==> src/rtl/uart_sdram_pkg.sv <==
// uart_sdram_pkg: shared scheduler state encoding, grant constants and bus defaults
// for the UART to SDRAM loopback path.
package uart_sdram_pkg;
    typedef enum logic [2:0] {IDLE, WR_REQ, WR_WAIT, RD_REQ, RD_WAIT} sched_state_t;
    localparam logic GRANT_WR = 1'b0;
    localparam logic GRANT_RD = 1'b1;
    localparam int BURST_LEN_DEF = 4;
    localparam int ADDR_W_DEF = 20;
endpackage

==> src/rtl/uart_sdram_sched_if.sv <==
// uart_sdram_sched_if: FIFO fill levels in, burst request/complete handshake and status out.
interface uart_sdram_sched_if import uart_sdram_pkg::*; #(
    parameter int ADDR_W = ADDR_W_DEF,
    parameter int CNT_W = 5
);
    logic [CNT_W-1:0] wfifo_cnt;
    logic [CNT_W-1:0] rfifo_cnt;
    logic wr_trig;
    logic [ADDR_W-1:0] wr_addr;
    logic wr_done;
    logic rd_trig;
    logic [ADDR_W-1:0] rd_addr;
    logic rd_done;
    logic [ADDR_W:0] stored;
    logic busy;
    logic err;
    modport master (
        input wfifo_cnt, rfifo_cnt, wr_done, rd_done,
        output wr_trig, wr_addr, rd_trig, rd_addr, stored, busy, err
    );
    modport slave (
        output wfifo_cnt, rfifo_cnt, wr_done, rd_done,
        input wr_trig, wr_addr, rd_trig, rd_addr, stored, busy, err
    );
endinterface

==> src/rtl/uart_sdram_sched_tmo_cnt.sv <==
// sched_tmo_cnt: loadable up-counter that stops at TERM and flags it.
module sched_tmo_cnt #(
    parameter int TERM = 1023
) (
    input logic clk,
    input logic rst_n,
    input logic load,
    input logic en,
    output logic hit
);
    localparam int W = $clog2(TERM + 1);
    logic [W-1:0] cnt;
    assign hit = cnt == W'(TERM);
    always_ff @(posedge clk or negedge rst_n)
        if (!rst_n) cnt <= '0;
        else if (load) cnt <= '0;
        else if (en && !hit) cnt <= cnt + 1'b1;
endmodule

==> src/rtl/uart_sdram_sched.sv <==
// uart_sdram_sched: round-robin write/read burst scheduler over a circular SDRAM buffer,
// one request in flight, each guarded by a completion timeout.
module uart_sdram_sched import uart_sdram_pkg::*; #(
    parameter int BURST_LEN = BURST_LEN_DEF,
    parameter int ADDR_W = ADDR_W_DEF,
    parameter int CNT_W = 5,
    parameter int FIFO_DEPTH = 16,
    parameter int MAX_BURSTS = 1024,
    parameter int TMO_CYC = 1023
) (
    input logic clk,
    input logic rst_n,
    uart_sdram_sched_if.master bus
);
    localparam int PTR_W = MAX_BURSTS > 1 ? $clog2(MAX_BURSTS) : 1;
    localparam logic [ADDR_W:0] MAX_B = (ADDR_W + 1)'(MAX_BURSTS);
    localparam logic [CNT_W-1:0] BL_C = CNT_W'(BURST_LEN);
    localparam logic [CNT_W-1:0] RD_LIM = CNT_W'(FIFO_DEPTH - BURST_LEN);
    sched_state_t state;
    logic last_grant;
    logic [PTR_W-1:0] wr_ptr, rd_ptr;
    logic [ADDR_W:0] stored;
    logic [ADDR_W-1:0] wr_addr, rd_addr;
    logic wr_trig, rd_trig, busy, err;
    logic wr_ok, rd_ok, grant_wr, tmo_hit;
    assign wr_ok = bus.wfifo_cnt >= BL_C && stored < MAX_B;
    // read needs room for a whole burst in the TX FIFO
    assign rd_ok = stored != '0 && bus.rfifo_cnt <= RD_LIM;
    assign grant_wr = wr_ok && (!rd_ok || last_grant == GRANT_RD);
    sched_tmo_cnt #(.TERM(TMO_CYC)) u_tmo (
        .clk(clk),
        .rst_n(rst_n),
        .load(state == WR_REQ || state == RD_REQ),
        .en(state == WR_WAIT || state == RD_WAIT),
        .hit(tmo_hit)
    );
    always_ff @(posedge clk or negedge rst_n)
        if (!rst_n) begin
            state <= IDLE;
            last_grant <= GRANT_RD;
            wr_ptr <= '0;
            rd_ptr <= '0;
            stored <= '0;
            wr_addr <= '0;
            rd_addr <= '0;
            wr_trig <= 1'b0;
            rd_trig <= 1'b0;
            busy <= 1'b0;
            err <= 1'b0;
        end else begin
            wr_trig <= 1'b0;
            rd_trig <= 1'b0;
            case (state)
                IDLE: if (wr_ok || rd_ok) begin
                    state <= grant_wr ? WR_REQ : RD_REQ;
                    last_grant <= grant_wr ? GRANT_WR : GRANT_RD;
                    wr_trig <= grant_wr;
                    rd_trig <= !grant_wr;
                    wr_addr <= grant_wr ? ADDR_W'(wr_ptr) * ADDR_W'(BURST_LEN) : wr_addr;
                    rd_addr <= grant_wr ? rd_addr : ADDR_W'(rd_ptr) * ADDR_W'(BURST_LEN);
                    busy <= 1'b1;
                end
                WR_REQ: state <= WR_WAIT;
                RD_REQ: state <= RD_WAIT;
                WR_WAIT: if (bus.wr_done || tmo_hit) begin
                    wr_ptr <= bus.wr_done ? wr_ptr + 1'b1 : wr_ptr;
                    stored <= bus.wr_done ? stored + 1'b1 : stored;
                    err <= err | !bus.wr_done;
                    state <= IDLE;
                    busy <= 1'b0;
                end
                RD_WAIT: if (bus.rd_done || tmo_hit) begin
                    rd_ptr <= bus.rd_done ? rd_ptr + 1'b1 : rd_ptr;
                    stored <= bus.rd_done ? stored - 1'b1 : stored;
                    err <= err | !bus.rd_done;
                    state <= IDLE;
                    busy <= 1'b0;
                end
                default: state <= IDLE;
            endcase
        end
    assign bus.wr_trig = wr_trig;
    assign bus.rd_trig = rd_trig;
    assign bus.wr_addr = wr_addr;
    assign bus.rd_addr = rd_addr;
    assign bus.stored = stored;
    assign bus.busy = busy;
    assign bus.err = err;
endmodule

==> src/flat_wrapper.sv <==
// flat-port wrapper written by rule: the top's interface ports become plain ports
module uart_sdram_sched_flat import uart_sdram_pkg::*;
#(
    parameter int BURST_LEN = BURST_LEN_DEF,
    parameter int ADDR_W = ADDR_W_DEF,
    parameter int CNT_W = 5,
    parameter int FIFO_DEPTH = 16,
    parameter int MAX_BURSTS = 1024,
    parameter int TMO_CYC = 1023
)
  (clk, rst_n, bus_wfifo_cnt, bus_rfifo_cnt, bus_wr_done, bus_rd_done, bus_wr_trig, bus_wr_addr, bus_rd_trig, bus_rd_addr, bus_stored, bus_busy, bus_err);
  uart_sdram_sched_if #(.ADDR_W(ADDR_W), .CNT_W(CNT_W)) bus_i ();
  input logic clk;
  input logic rst_n;
  input wire logic [$bits(bus_i.wfifo_cnt)-1:0] bus_wfifo_cnt;
  input wire logic [$bits(bus_i.rfifo_cnt)-1:0] bus_rfifo_cnt;
  input wire logic [$bits(bus_i.wr_done)-1:0] bus_wr_done;
  input wire logic [$bits(bus_i.rd_done)-1:0] bus_rd_done;
  output wire logic [$bits(bus_i.wr_trig)-1:0] bus_wr_trig;
  output wire logic [$bits(bus_i.wr_addr)-1:0] bus_wr_addr;
  output wire logic [$bits(bus_i.rd_trig)-1:0] bus_rd_trig;
  output wire logic [$bits(bus_i.rd_addr)-1:0] bus_rd_addr;
  output wire logic [$bits(bus_i.stored)-1:0] bus_stored;
  output wire logic [$bits(bus_i.busy)-1:0] bus_busy;
  output wire logic [$bits(bus_i.err)-1:0] bus_err;
  assign bus_i.wfifo_cnt = bus_wfifo_cnt;
  assign bus_i.rfifo_cnt = bus_rfifo_cnt;
  assign bus_i.wr_done = bus_wr_done;
  assign bus_i.rd_done = bus_rd_done;
  assign bus_wr_trig = bus_i.wr_trig;
  assign bus_wr_addr = bus_i.wr_addr;
  assign bus_rd_trig = bus_i.rd_trig;
  assign bus_rd_addr = bus_i.rd_addr;
  assign bus_stored = bus_i.stored;
  assign bus_busy = bus_i.busy;
  assign bus_err = bus_i.err;
  uart_sdram_sched #(.BURST_LEN(BURST_LEN), .ADDR_W(ADDR_W), .CNT_W(CNT_W), .FIFO_DEPTH(FIFO_DEPTH), .MAX_BURSTS(MAX_BURSTS), .TMO_CYC(TMO_CYC)) u_core (.clk(clk), .rst_n(rst_n), .bus(bus_i));
endmodule
==> config.mk <==
export PLATFORM = sky130hd
export DESIGN_NAME = uart_sdram_sched_flat
export DESIGN_NICKNAME = d
export VERILOG_FILES = /design/src/rtl/uart_sdram_pkg.sv /design/src/rtl/uart_sdram_sched_if.sv /design/src/rtl/uart_sdram_sched_tmo_cnt.sv /design/src/rtl/uart_sdram_sched.sv /design/src/flat_wrapper.sv
export SDC_FILE = /design/constraint.sdc
export NUM_CORES = 1
export LEC_CHECK = 0
export ABC_AREA = 1
export CAP_MARGIN = 20
export CORE_MARGIN = 4
export CORE_UTILIZATION = 49
export CTS_CLUSTER_SIZE = 10
export DETAILED_ROUTE_END_ITERATION = 10
export PLACE_DENSITY_LB_ADDON = 0.2
export SLEW_MARGIN = 20
export SYNTH_ARGS = -nofsm -noshare
export SYNTH_HDL_FRONTEND = slang
export SYNTH_SLANG_ARGS = --single-unit
==> constraint.sdc <==
create_clock -name clk -period 2 [get_ports clk]
set_clock_uncertainty 0.1 [all_clocks]
set_input_delay 0.3 -clock clk [delete_from_list [all_inputs] [get_ports clk]]
set_output_delay 0.3 -clock clk [all_outputs]
set_load 0.02 [all_outputs]
# Word-level counts from Yosys, hierarchy flattened
# Index checks and enable logic that the tools add are counted.
# classes
add_sub_neg	5
n_lt_le_gt_ge	3
n_eq_ne	10
n_mux	24
n_bitwise	3
reduce_logical	29
# ops
operator	n
21-bit 2-to-1 mux	4
21-bit case mux with 2 select lines	1
10-bit by 1-bit adder with 10-bit output, second input constant	3
21-bit by 1-bit adder with 21-bit output, second input constant	1
21-bit by 11-bit < comparator with 1-bit output, second input constant	1
21-bit nonzero test	1
21-bit by 1-bit subtractor with 21-bit output, second input constant	1
10-bit 2-to-1 mux	2
3-bit AND reduction	6
3-bit case mux with 5 select lines	1
10-bit == test, second input constant	1
1-bit 2-to-1 mux	10
3-bit 2-to-1 mux	3
2-bit != test, second input constant	4
3-bit by 2-bit == test with 1-bit output, second input constant	2
1-bit logical OR	6
5-bit by 3-bit greater-or-equal comparator with 1-bit output, second input constant	1
5-bit by 4-bit <= comparator with 1-bit output, second input constant	1
1-bit logical NOT	5
5-bit AND reduction	1
1-bit logical AND	4
4-bit AND reduction	1
2-bit nonzero test	2
3-bit by 1-bit == test with 1-bit output, second input constant	1
10 further kinds	11
# word_totals
register_bits	79
inputBits	14
output_inout_bits	65
word_cells	86

# Logic depth before layout (Yosys ltp)
# logic_depth
word_depth	8
depth_mapped	15
depth_no_buf	15

# Modules after synthesis
# A second synthesis with hierarchy kept.
# unflattened
hier_cells	690
hier_area_um2	5126.2
# by_module_without_submodules
mod	instances	cells_per_inst	area_per_inst_um2	seq_area_each_um2
uart_sdram_sched	1	592	4460.5	1727.9
sched_tmo_cnt	1	98	665.6	250.2

# Worst setup path before layout
# No wires, ideal clock.
# synth_path
path_type	reg2reg
startpoint	reg u_core.state[0]
endpoint	reg u_core.stored[9] (netlist: u_core.bus.stored[9])
setup_ns	0.117
arrival_ns	1.997
required_ns	1.783
path_slack_ns	-0.214
path_stages_with_launch	12
path_buffers	0
synth_period_minus_slack_ns	2.214
path_cell_list	dfrtp_1 > inv_1 > nand3_2 > inv_2 > ha_1 > nand2_1 > inv_1 > a21oi_1 > nand3_1 > or2_2 > nand3_1 > nand2_1
# synth_via
elab_chain_len	3
word_cells_on_any_way	9
cone_classes	eq/ne: 6; mux: 1; reduce/logical: 2
# synth_rtl
element	line_no	text
start, declared	uart_sdram_sched.sv:19	sched_state_t state;
start signal, assigned	uart_sdram_sched.sv:55	state <= grant_wr ? WR_REQ : RD_REQ;
3-bit == test or 3-bit by 2-bit == test with 1-bit output (tied branches)	uart_sdram_sched.sv:53	case (state)
2-bit != test (no line) or 2-bit nonzero test (tied branches)	-	
5-bit AND reduction (no line)	-	
end signal, assigned	uart_sdram_sched.sv:67	stored <= bus.wr_done ? stored + 1'b1 : stored;
end signal, assigned	uart_sdram_sched.sv:74	stored <= bus.rd_done ? stored - 1'b1 : stored;
end, declared	uart_sdram_sched.sv:22	logic [ADDR_W:0] stored;
# Several ways; a longest one is shown, not always the timed one.
# A chain may end at the register's enable or synchronous reset.

# Worst setup path in the final report
# layout_path
startpoint	reg u_core.state[1]
endpoint	reg u_core.stored[14] (netlist: u_core.bus.stored[14])
# Same word-level chain as after synthesis.

==> flow_summary.json <==
{
  "outcome": "complete, but fails checks",
  "violations": "negative setup slack",
  "fin_area_sq_um": 6910,
  "n_fill_cell": 751,
  "ant_nets": 0,
  "grt_pass1_vias": 4521,
  "wl_microns": 12800,
  "setup_viol": 13,
  "vias": 4691,
  "critPathMaxFanout": 6,
  "gp_congestion": 0.943,
  "placementRows": 36,
  "numCtsBuffers": 9,
  "p_seq_share_pct": 25.2,
  "final_nets": 829,
  "cp-end-kind": "register",
  "cp-start-kind": "register",
  "synth_top_cell_area_share_pct": 39.7,
  "cts.sinks": 79,
  "swShare_pct": 45.6,
  "viasPerCell": 5.04,
  "firstDrtPassIters": 7,
  "synth_edf_count": 0,
  "maxCapViolCount": 0,
  "highest_layer": "met4",
  "p_comb_share_pct": 63.4,
  "finalCritPeriodShare_pct": 105,
  "powerDensity_nw_per_um2": 1460,
  "place_inst": 899,
  "internal-power_mw": 5.47,
  "p_clk_share_pct": 11.4,
  "yosys-top-cells-area": "dfrtp_1 40%, nand2_1 18%, ha_1 5.6%",
  "routedWlPerCell_microns": 13.7,
  "rsz0062_at_grt": "yes",
  "synth_warnings": 0,
  "synthTopCellsByCount": "230 x nand2_1, 78 x dfrtp_1, 66 x inv_1",
  "grt_pass1_wl_microns": 21200,
  "cts_max_path_buffers": 2,
  "drtIter0Drc": 274,
  "hold_slack_ns": 0.284,
  "dp_slack_ns": -0.153,
  "synth-seq-cells": 79,
  "drive_gt1_share_pct": 25.8,
  "grt_util_all_layers_pct": 23.0,
  "arrival_ns": 2.27,
  "ys_types": 37,
  "area_growth_pct": 40.4,
  "path_class": "register to register",
  "drc": 0,
  "clk_pin_slew_worst_paths_ns": 0.09,
  "ys.flop_type": "dfrtp_1",
  "chipWidth_microns": 108,
  "instances_no_fill": 930,
  "critPathRequiredTime_ns": 2.16,
  "root_buffer": "clkbuf_8",
  "htreeDepth": 3,
  "wl_met1_microns": 5800,
  "wl_met3_microns": 677,
  "synth.most_common_cell": "nand2_1",
  "antenna_cells": 0,
  "ys_seq_area_share_pct": 40.2,
  "start_util_pct": 50.3,
  "io_pins": 79,
  "port_buffers": 56,
  "core_area_sq_um": 9770,
  "synth-async-reset-ratio_pct": 100,
  "yosys.area.top_type": "dfrtp_1",
  "finalCriticalPeriod_ns": 2.11,
  "syn_area_sq_um": 4920,
  "slew_violations": 0,
  "cts_tree": "yes",
  "grt_max_degree": 35,
  "netlist_instances": 666,
  "clk_latency_ns": 0.37,
  "max_freq_ghz": 0.474,
  "grt_overflow": 0,
  "hold_viol_final": 0,
  "hpwl_microns": 8810,
  "ir_drop_mv": 0.822,
  "antenna_found_initial": 0,
  "die_y_microns": 108,
  "dr_wl_met2_microns": 5970,
  "p_switching_mw": 4.59,
  "p_leak_nw": 3.49,
  "setup_ws_ns": -0.108,
  "post_dp_cell_area_sq_um": 5980,
  "syn_avg_cell_area_sq_um": 7.39,
  "hp-class": "input port to async pin",
  "dieArea_sq_um": 11700
}
## registers in the layout, indices dropped and copies added, names as in the netlist
name and flops:
u_core.bus.busy 1, u_core.bus.err 1, u_core.bus.rd_addr 10, u_core.bus.rd_trig 1
u_core.bus.stored 21, u_core.bus.wr_addr 10, u_core.bus.wr_trig 1, u_core.last_grant 1
u_core.rd_ptr 10, u_core.state 3, u_core.u_tmo.cnt 10, u_core.wr_ptr 10
## cell type report
class | count | area, sq um | share of cell area, %
Timing Repair inverter | 3 | 41.3 | 0.598
Clock buffer | 11 | 151 | 2.19
Clock inverter | 5 | 40.0 | 0.580
Tap cell | 133 | 166 | 2.41
Sequential cell | 79 | 1980 | 28.7
Inverter | 71 | 274 | 3.97
Multi-Input combinational cell | 505 | 3150 | 45.6
Timing Repair Buffer | 123 | 1110 | 16.0
## worst max-delay path: stages, from the launching register on
cell	delay (ns)
dfrtp_1	0.37
inv_2	0.06
nand3_4	0.08
buf_12	0.17
inv_12	0.07
ha_4	0.30
nand2_2	0.11
nor2_2	0.15
inv_1	0.10
nor2_1	0.15
nor2_1	0.08
nand2_1	0.08
nand2_1	0.04
nand3_1	0.07
nand2_1	0.05
## routing by layer
layer  GRT usage [%]  vias up
li1                -     2328
met1            30.7     2177
met2            37.3      154
met3            5.43       32
met4            7.12        0
met5               0        -
## repair_timing
item,CTS,global route
hold endpoints to repair,23,0
resized for setup,97,35
setup endpoints to repair,16,46
hold buffers,1,0
buffers inserted,6,5
pin swaps,29,12
gates cloned,3,0
## through the flow
| stage | TNS (ns) | power [mW] | utilization (%) |
|---|---|---|---|
| CTS | -0.154 | 9.76 | 69.0 |
| detailed placement | -1.23 | 7.51 | 61.2 |
| finish | -0.763 | 10.1 | 70.6 |
| floorplan | -0.00444 | 5.48 | - |
| global placement | -0.641 | 7.36 | 61.2 |
| global route | -3.35 | 10.8 | 70.6 |
## logic make-up after synthesis
kind of cell	share of synthesized area (%)
AO/OA/AOI/OAI	5.82
adder cells (fa/ha/maj)	6.00
AND/OR/NAND/NOR	32.7
multiplexers	0.229
other	0.0762
buffers and inverters	9.44
XOR/XNOR	5.52
flip-flops	40.2
## placed cells by master, fill, tap and decap left out, drive strengths merged, types with 2 or more instances in the layout
cell	count
xnor2	12
nand2	234
nand3b	8
inv	75
and2	2
nand4	8
dfrtp	78
clkinvlp	3
nor4	2
or2	4
nor2	60
o21ai	23
clkdlybuf4s50	54
ha	22
nor3	6
a21oi	20
o21bai	5
nand3	53
o31ai	2
clkbuf	11
xor2	19
buf	67
conb	20
## power groups by stage
stage | combinational (mW) | clock (mW) | sequential [mW]
after floorplan | 2.68 | 0 | 2.80
after global placement | 4.90 | 0 | 2.46
after detailed placement | 5.03 | 0 | 2.48
after CTS | 6.05 | 1.19 | 2.51
after global routing | 6.98 | 1.27 | 2.60
final | 6.38 | 1.15 | 2.53
## final timing paths
| check | startpoint | end | slack [ns] | depth (start not counted) |
|---|---|---|---|---|
| min reg2reg | u_core.bus.rd_addr[6] | u_core.bus.rd_addr[6] | 0.38 | 2 |
| max reg2reg | u_core.state[1] | u_core.bus.stored[14] | -0.11 | 14 |
| min | rst_n | u_core.bus.stored[8] | 0.28 | 2 |
| max in group asynchronous | rst_n | u_core.bus.wr_addr[9] | 0.89 | 3 |
| min in group clk | u_core.bus.rd_addr[6] | u_core.bus.rd_addr[6] | 0.38 | 2 |
| max | u_core.state[1] | u_core.bus.stored[14] | -0.11 | 14 |
Power figures use the tool's default switching activity.
